### src/rtl/profiler_pkg.sv
// Shared definitions for the cache profiler readout path: stream FSM
// states, default header magic and the counter slot map.
package profiler_pkg;

    localparam logic [15:0] HDR_MAGIC_DEFAULT = 16'hCA5E;

    // Counter slot positions inside the packed counters_in bus.
    localparam int ICACHE_REQ_SLOT  = 0;
    localparam int ICACHE_HIT_SLOT  = 1;
    localparam int ICACHE_MISS_SLOT = 2;
    localparam int DCACHE_REQ_SLOT  = 3;
    localparam int DCACHE_HIT_SLOT  = 4;
    localparam int DCACHE_MISS_SLOT = 5;
    localparam int ICACHE_FILL_SLOT = 6;
    localparam int DCACHE_FILL_SLOT = 7;

    // The state names the word currently held in the output register.
    typedef enum logic [1:0] {
        IDLE,
        HEADER,
        DATA,
        CHECK
    } stream_state_e;

    function automatic logic [31:0] make_header(input logic [15:0] magic,
                                                input logic [7:0]  seq,
                                                input logic [7:0]  count);
        return {magic, seq, count};
    endfunction

endpackage

### src/rtl/profile_stream_out_reg.sv
// Single-entry registered valid/ready output stage. Holds data and last
// stable while the sink stalls; the owner only loads when the stage is
// empty or its current word is transferring this cycle.
module profile_stream_out_reg #(
    parameter int W = 32
) (
    input  logic         clk,
    input  logic         rst,
    input  logic         load_i,
    input  logic [W-1:0] data_i,
    input  logic         last_i,
    input  logic         ready_i,
    output logic         valid_o,
    output logic [W-1:0] data_o,
    output logic         last_o,
    output logic         xfer_o
);

    logic         valid_q;
    logic [W-1:0] data_q;
    logic         last_q;

    // Output register: load a new word, or drop valid once the word is taken.
    // NOTE: state registers use non-blocking assignments so every flop samples pre-edge values.
    always_ff @(posedge clk) begin
        if (rst) begin
            valid_q <= 1'b0;
            data_q  <= '0;
            last_q  <= 1'b0;
        end else if (load_i) begin
            valid_q <= 1'b1;
            data_q  <= data_i;
            last_q  <= last_i;
        end else if (xfer_o) begin
            valid_q <= 1'b0;
        end
    end

    assign xfer_o  = valid_q & ready_i;
    assign valid_o = valid_q;
    assign data_o  = data_q;
    assign last_o  = last_q;

endmodule

### src/rtl/cache_profile_streamer.sv
// Captures the profiler counters coherently on a snapshot request and
// streams them as {header, counters[, checksum]} over valid/ready.
// Compile-time option: PROFILER_STREAM_CHECKSUM_EN appends an XOR check word.
module cache_profile_streamer
    import profiler_pkg::*;
#(
    parameter int          NUM_COUNTERS = 8,
    parameter logic [15:0] HDR_MAGIC    = HDR_MAGIC_DEFAULT
) (
    input  logic                      clk,
    input  logic                      rst,
    input  logic                      snapshot_req,
    input  logic [32*NUM_COUNTERS-1:0] counters_in,
    output logic [31:0]               out_data,
    output logic                      out_valid,
    input  logic                      out_ready,
    output logic                      out_last,
    output logic                      busy,
    output logic [7:0]                dropped_req_count
);

    localparam int             IDX_W       = (NUM_COUNTERS > 1) ? $clog2(NUM_COUNTERS) : 1;
    localparam logic [IDX_W-1:0] LAST_IDX  = IDX_W'(NUM_COUNTERS - 1);
    localparam logic [7:0]     COUNT_FIELD = 8'(NUM_COUNTERS);
`ifdef PROFILER_STREAM_CHECKSUM_EN
    localparam bit             CHK_EN      = 1'b1;
`else
    localparam bit             CHK_EN      = 1'b0;
`endif

    stream_state_e    state_q, state_d;
    logic [IDX_W-1:0] idx_q, idx_d, nxt_idx;
    logic [7:0]       seq_q, seq_d;
    logic [7:0]       drop_q;
    logic [31:0]      cap_q [NUM_COUNTERS];
    logic             cap_en;
    logic             ld_en;
    logic [31:0]      ld_data;
    logic             ld_last;
    logic             xfer;
    logic [31:0]      header_word;
`ifdef PROFILER_STREAM_CHECKSUM_EN
    logic [31:0]      acc_q, acc_d;
`endif

    assign header_word = make_header(HDR_MAGIC, seq_q, COUNT_FIELD);
    assign nxt_idx     = idx_q + IDX_W'(1);

    // Next-state logic: each transfer loads the following word of the frame.
    // NOTE: every always_comb output gets a default first so no latch is inferred.
    always_comb begin
        state_d = state_q;
        idx_d   = idx_q;
        seq_d   = seq_q;
        cap_en  = 1'b0;
        ld_en   = 1'b0;
        ld_data = header_word;
        ld_last = 1'b0;
`ifdef PROFILER_STREAM_CHECKSUM_EN
        acc_d   = acc_q;
`endif
        unique case (state_q)
            IDLE: begin
                if (snapshot_req) begin
                    cap_en  = 1'b1;
                    ld_en   = 1'b1;
                    ld_data = header_word;
                    state_d = HEADER;
`ifdef PROFILER_STREAM_CHECKSUM_EN
                    acc_d   = header_word;
`endif
                end
            end
            HEADER: begin
                if (xfer) begin
                    ld_en   = 1'b1;
                    ld_data = cap_q[0];
                    ld_last = (LAST_IDX == '0) && !CHK_EN;
                    idx_d   = '0;
                    state_d = DATA;
                end
            end
            DATA: begin
                if (xfer) begin
`ifdef PROFILER_STREAM_CHECKSUM_EN
                    acc_d = acc_q ^ out_data;
`endif
                    if (idx_q == LAST_IDX) begin
`ifdef PROFILER_STREAM_CHECKSUM_EN
                        ld_en   = 1'b1;
                        ld_data = acc_q ^ out_data;
                        ld_last = 1'b1;
                        state_d = CHECK;
`else
                        state_d = IDLE;
                        seq_d   = seq_q + 8'd1;
`endif
                    end else begin
                        ld_en   = 1'b1;
                        ld_data = cap_q[nxt_idx];
                        ld_last = (nxt_idx == LAST_IDX) && !CHK_EN;
                        idx_d   = nxt_idx;
                    end
                end
            end
`ifdef PROFILER_STREAM_CHECKSUM_EN
            CHECK: begin
                if (xfer) begin
                    state_d = IDLE;
                    seq_d   = seq_q + 8'd1;
                end
            end
`endif
            default: state_d = IDLE;
        endcase
    end

    // FSM, word index and frame sequence registers.
    always_ff @(posedge clk) begin
        if (rst) begin
            state_q <= IDLE;
            idx_q   <= '0;
            seq_q   <= '0;
        end else begin
            state_q <= state_d;
            idx_q   <= idx_d;
            seq_q   <= seq_d;
        end
    end

`ifdef PROFILER_STREAM_CHECKSUM_EN
    // Running XOR of every word already sent in this frame.
    always_ff @(posedge clk) begin
        if (rst) acc_q <= '0;
        else     acc_q <= acc_d;
    end
`endif

    // Coherent capture of all counters at the request edge; frozen until the next capture.
    // NOTE: this register bank is reset explicitly because its reset value is visible behaviour.
    always_ff @(posedge clk) begin
        if (rst) begin
            for (int k = 0; k < NUM_COUNTERS; k++) cap_q[k] <= '0;
        end else if (cap_en) begin
            for (int k = 0; k < NUM_COUNTERS; k++) cap_q[k] <= counters_in[32*k +: 32];
        end
    end

    // Saturating count of requests arriving while a frame is in flight.
    always_ff @(posedge clk) begin
        if (rst) begin
            drop_q <= '0;
        end else if (snapshot_req && (state_q != IDLE) && (drop_q != 8'hFF)) begin
            drop_q <= drop_q + 8'd1;
        end
    end

    profile_stream_out_reg #(.W(32)) u_out (
        .clk     (clk),
        .rst     (rst),
        .load_i  (ld_en),
        .data_i  (ld_data),
        .last_i  (ld_last),
        .ready_i (out_ready),
        .valid_o (out_valid),
        .data_o  (out_data),
        .last_o  (out_last),
        .xfer_o  (xfer)
    );

    assign busy              = (state_q != IDLE);
    assign dropped_req_count = drop_q;

endmodule

### config.mk
export PLATFORM = sky130hd
export DESIGN_NAME = cache_profile_streamer
export DESIGN_NICKNAME = d
export VERILOG_FILES = /design/src/rtl/profiler_pkg.sv /design/src/rtl/profile_stream_out_reg.sv /design/src/rtl/cache_profile_streamer.sv
export SDC_FILE = /design/constraint.sdc
export NUM_CORES = 1
export LEC_CHECK = 0
export CORE_MARGIN = 3
export CORE_UTILIZATION = 45
export CTS_BUF_LIST = sky130_fd_sc_hd__clkbuf_2
export DETAILED_ROUTE_END_ITERATION = 6
export PLACE_DENSITY = 0.72
export SLEW_MARGIN = 30
export SYNTH_ARGS = -nofsm -noshare
export SYNTH_HDL_FRONTEND = slang
export SYNTH_SLANG_ARGS = --single-unit
export TNS_END_PERCENT = 50
### constraint.sdc
create_clock -name clk -period 17.1 [get_ports clk]
set_input_delay 1.71 -clock clk [delete_from_list [all_inputs] [get_ports clk]]
set_output_delay 1.71 -clock clk [all_outputs]
set_load 0.02 [all_outputs]
# After elaboration in Yosys (flattened, before gate mapping)
# Memories as Yosys holds them, arrays and structs flattened.
# Index checks and enable logic that the tools add are counted.
[word_totals]
regBits = 55
latchBits = 0
ram_bits = 256
rom_bits = 0
inputBits = 260
output_inout_bits = 43
wordCells = 76
mem_count = 1
[mem_list]
columns = ["name", "depth", "width", "read_ports", "rd_clocked_by_memory_dff", "write_ports", "line_no", "rtl"]
rows = [
  ["cap_q", 8, 32, 2, 0, 8, "cache_profile_streamer.sv:35", "logic [31:0] cap_q [NUM_COUNTERS];"],
]
[classes]
add_sub_neg = 3
n_mul = 0
div_mod_pow = 0
order_cmp = 0
n_eq_ne = 10
n_shift = 0
mux = 37
bitwise = 9
n_reduce_logical = 9
[op_table]
columns = ["op", "count"]
rows = [
  ["32-bit two-way mux", 11],
  ["32-bit case mux with 2 select lines", 1],
  ["8-bit by 1-bit adder with 8-bit output, second input constant", 2],
  ["1-bit two-way mux", 15],
  ["3-bit two-way mux", 3],
  ["2-bit two-way mux", 4],
  ["8-bit inequality test, second input constant", 1],
  ["1-bit OR", 8],
  ["4-bit AND reduction", 2],
  ["3-bit equality test, second input constant", 2],
  ["2-bit inequality test, second input constant", 3],
  ["2-bit case mux with 3 select lines", 1],
  ["3-bit case mux with 2 select lines", 1],
  ["2-bit nonzero test", 3],
  ["2-bit by 1-bit inequality test with 1-bit output, second input constant", 2],
  ["3-bit by 1-bit adder with 3-bit output, second input constant", 1],
  ["1-bit case mux with 3 select lines", 1],
  ["3-bit AND reduction", 1],
  ["2-bit by 1-bit equality test with 1-bit output, second input constant", 1],
  ["2-bit equality test, second input constant", 1],
  ["1-bit logical AND", 2],
  ["2-bit zero test", 1],
  ["1-bit AND", 1],
]

# Depth between registers and ports, before layout
[depth]
ltp_word = 6
ltp_mapped = 13

# Modules after synthesis
# A second synthesis with hierarchy kept.
[hier_totals]
cells_unflattened = 1039
hier_area_um2 = 14229.9
[by_module_without_submodules]
columns = ["mod", "n_inst", "cells_each", "area_per_inst_um2", "seq_area_each_um2"]
rows = [
  ["cache_profile_streamer", 1, 927, 12985.0, 8107.8],
  ["profile_stream_out_reg", 1, 112, 1244.9, 680.7],
]

# Least setup slack after synthesis
# Ideal clock, no wire load.
[synth_path]
path_type = "in2reg"
start = "input rst"
end = "memory cap_q[0][0] (enable)"
setup_time_ns = 0.628
t_arrival_ns = 7.488
t_required_ns = 16.472
slack_ns = 8.984
cell_stages = 3
cell_sequence = "clkbuf_1 inv_1 nand2_1"
[synth_rtl]
columns = ["element", "line_no", "rtl"]
rows = [
  ["from (decl)", "cache_profile_streamer.sv:11", "input logic rst,"],
  ["to (decl)", "cache_profile_streamer.sv:35", ""],
]

==> qor.yml <==
outcome:
  status: "completed"
layout:
  final_nets: 1609
  final_cell_mix: "clkdlybuf4s50_1 (301), edfxtp_1 (256), and2_1 (193)"
  syn_to_final_growth_pct: 29.1
  drive_above_1_share: 0.159
  post-route-util: 0.593
  final_common_cell: "clkdlybuf4s50_1"
  fin_cells: 1795
  ff_latch_area_um2: 8790
  fillers: 2540
  fin_area_um2: 18200
  multi_input_area_um2: 5040
detailed_routing:
  ant_nets: 0
  initialDrtViolationCount: 659
  wl_per_cell_um: 18.9
  first_pass_iters: 7
  vias: 9377
  drcViolationCount: 0
  viasPerCell: 5.22
  wl_mm: 34.0
placement:
  io_buffers: 302
  gp_congestion: 0.827
  postPlaceCellArea_um2: 17500
  hpwl_mm: 23.0
  dp.cells: 1653
  place_ws_ns: 12.00
die:
  die_x_um: 183
  die_area_um2: 33500
  die_y_um: 183
  initial_core_util: 0.459
  num_rows: 64
  io_pins: 303
  coreArea_um2: 30700
worst_setup_path:
  cp.arrival_ns: 4.67
  required_ns: 17.53
  crit_path_start_kind: "input pin"
  worstSetupPathType: "input pin to flop"
  critPathCaptureType: "flop"
  worst-path-max-fanout: 75
clocking:
  cts-htree-levels: 3
  root_buffer: "clkbuf_2"
  clock-sinks: 311
  postCtsSetupRepairBufs: 0
  holdBufCountCts: 0
  cts_buffers: 78
  ctsResizeCount: 0
  ctsLongestPathBuffers: 3
  clk_pin_slew_ns: 0.09
  clk_latency_ns: 0.84
  cts_tree: "yes"
power_and_ir_drop:
  p_total_mw: 1.99
  powerDensity_nw_per_um2: 109
  p_leak_nw: 6.68
  ir_drop_v: 0.0000470
synthesis:
  ys_types: 54
  synthSimpleGateAreaFrac: 0.160
  synth_top_family_by_area: "simple AND/OR/NAND/NOR gates"
  synthAdderAreaFrac: 0.00975
  avgSynthCellArea_um2: 13.9
  synth_compound_area_frac: 0.0620
  synth_area_um2: 14100
  synth-seq-area-share: 0.623
  synth_warnings: 0
  synthXorXnorAreaFrac: 0.00744
  synthMuxAreaShare: 0.114
  synthCells: 1015
  async_reset_ff_frac: 0
  synth_fp_nets: 1286
  synth_edf_count: 256
  synth_ff_type: "edfxtp_1"
  synth-seq-cells: 311
grt:
  antenna_found_initial: 4
  overflow: 0
  grt_pass1_wl_mm: 52.0
  grt_start_max_net_pins: 109
  grt_pass1_vias: 9836
  grt_util_all_layers: 0.199
sta:
  slew_viol_final: 0
  worst_slack_ns: 12.85
  rsz0062_at_grt: "false"
  relSlewSlack: 0.374
  period_share: 0.248
  fin_crit_ns: 4.25
  hold_ws_ns: 0.457
  worstMarginPinSlew_ns: 0.940
  setup_viol: 0
  hold_viol: 0
  fin_tns_setup_ns: 0
  fmax_mhz: 236
  finClkSkew_ns: 0.0583
run:
  cap_viol_max_count: 0
min_path:
  hp-class: "flop to flop"
==> worst max-delay path, cell delays in order <==
cell,delay [ns]
buf_4,0.50
inv_1,0.25
nand2_4,0.45
buf_4,0.75
buf_4,0.87
==> cells in the mapped netlist (13+ instances only) <==
library cell  instances  area (um^2)
edfxtp_1            256         7690
and2_1              193         1210
nor2b_1              75          469
dfxtp_1              55         1100
clkbuf_1             54          203
mux4_2               54         1220
nor2_1               41          154
mux2i_1              35          350
nand2_1              32          120
a22oi_1              18          135
a211oi_1             16          120
nand3_1              13         65.1
==> final timing paths <==
kind,from,end,slack (ns),cells past startpoint
worst min-delay path,u_out.data_o[12],u_out.data_o[12],0.46,2
worst max-delay path,rst,cap_q[0][16],12.85,5
worst max register to register,idx_q[0],u_out.data_o[0],13.63,7
worst min register to register,u_out.data_o[12],u_out.data_o[12],0.46,2
==> area by class of cell <==
class / count / share of cell area
inverters: 8 / 0.00165
clock inverters: 17 / 0.00474
repair buffers: 316 / 0.174
well taps: 396 / 0.0272
multi-input cells: 623 / 0.276
clock buffers: 121 / 0.0332
diodes: 3 / 0.000412
flip-flops and latches: 311 / 0.482
==> report_power, final <==
group / leakage [nW] / total [mW] / internal, mW / switching (mW)
clock network: 0.538 / 0.482 / 0.188 / 0.294
registers: 3.20 / 1.05 / 0.997 / 0.0481
logic: 2.94 / 0.460 / 0.210 / 0.250
total: 6.68 / 1.99 / 1.40 / 0.592
==> metal layers <==
metal	wire length, um	global-route usage	up-vias	part of all wire
met4	956	0.0814	2	0.028
met5	13	0	-	0.00038
met3	2440	0.0514	69	0.072
li1	-	-	4456	-
met1	14000	0.252	4491	0.41
met2	16600	0.330	359	0.49
==> registers in the layout, summed over array words and instances, names as in the netlist <==
name	flops
cap_q	256
u_out.data_o	32
dropped_req_count	8
seq_q	8
idx_q	3
state_q	2
u_out.last_o	1
u_out.valid_o	1
==> cell families (layout without fill, tap and decap cells) <==
logic type,after synthesis,count (layout)
buffers and inverters,81,462
adders and majority gates,11,11
other,0,3
muxes,93,93
and+or+nand+nor,394,394
xor gates and xnor gates,12,12
DFF,311,311
AOI/OAI and AO/OA,113,113
Note: power is estimated with default switching activity, not from simulation.
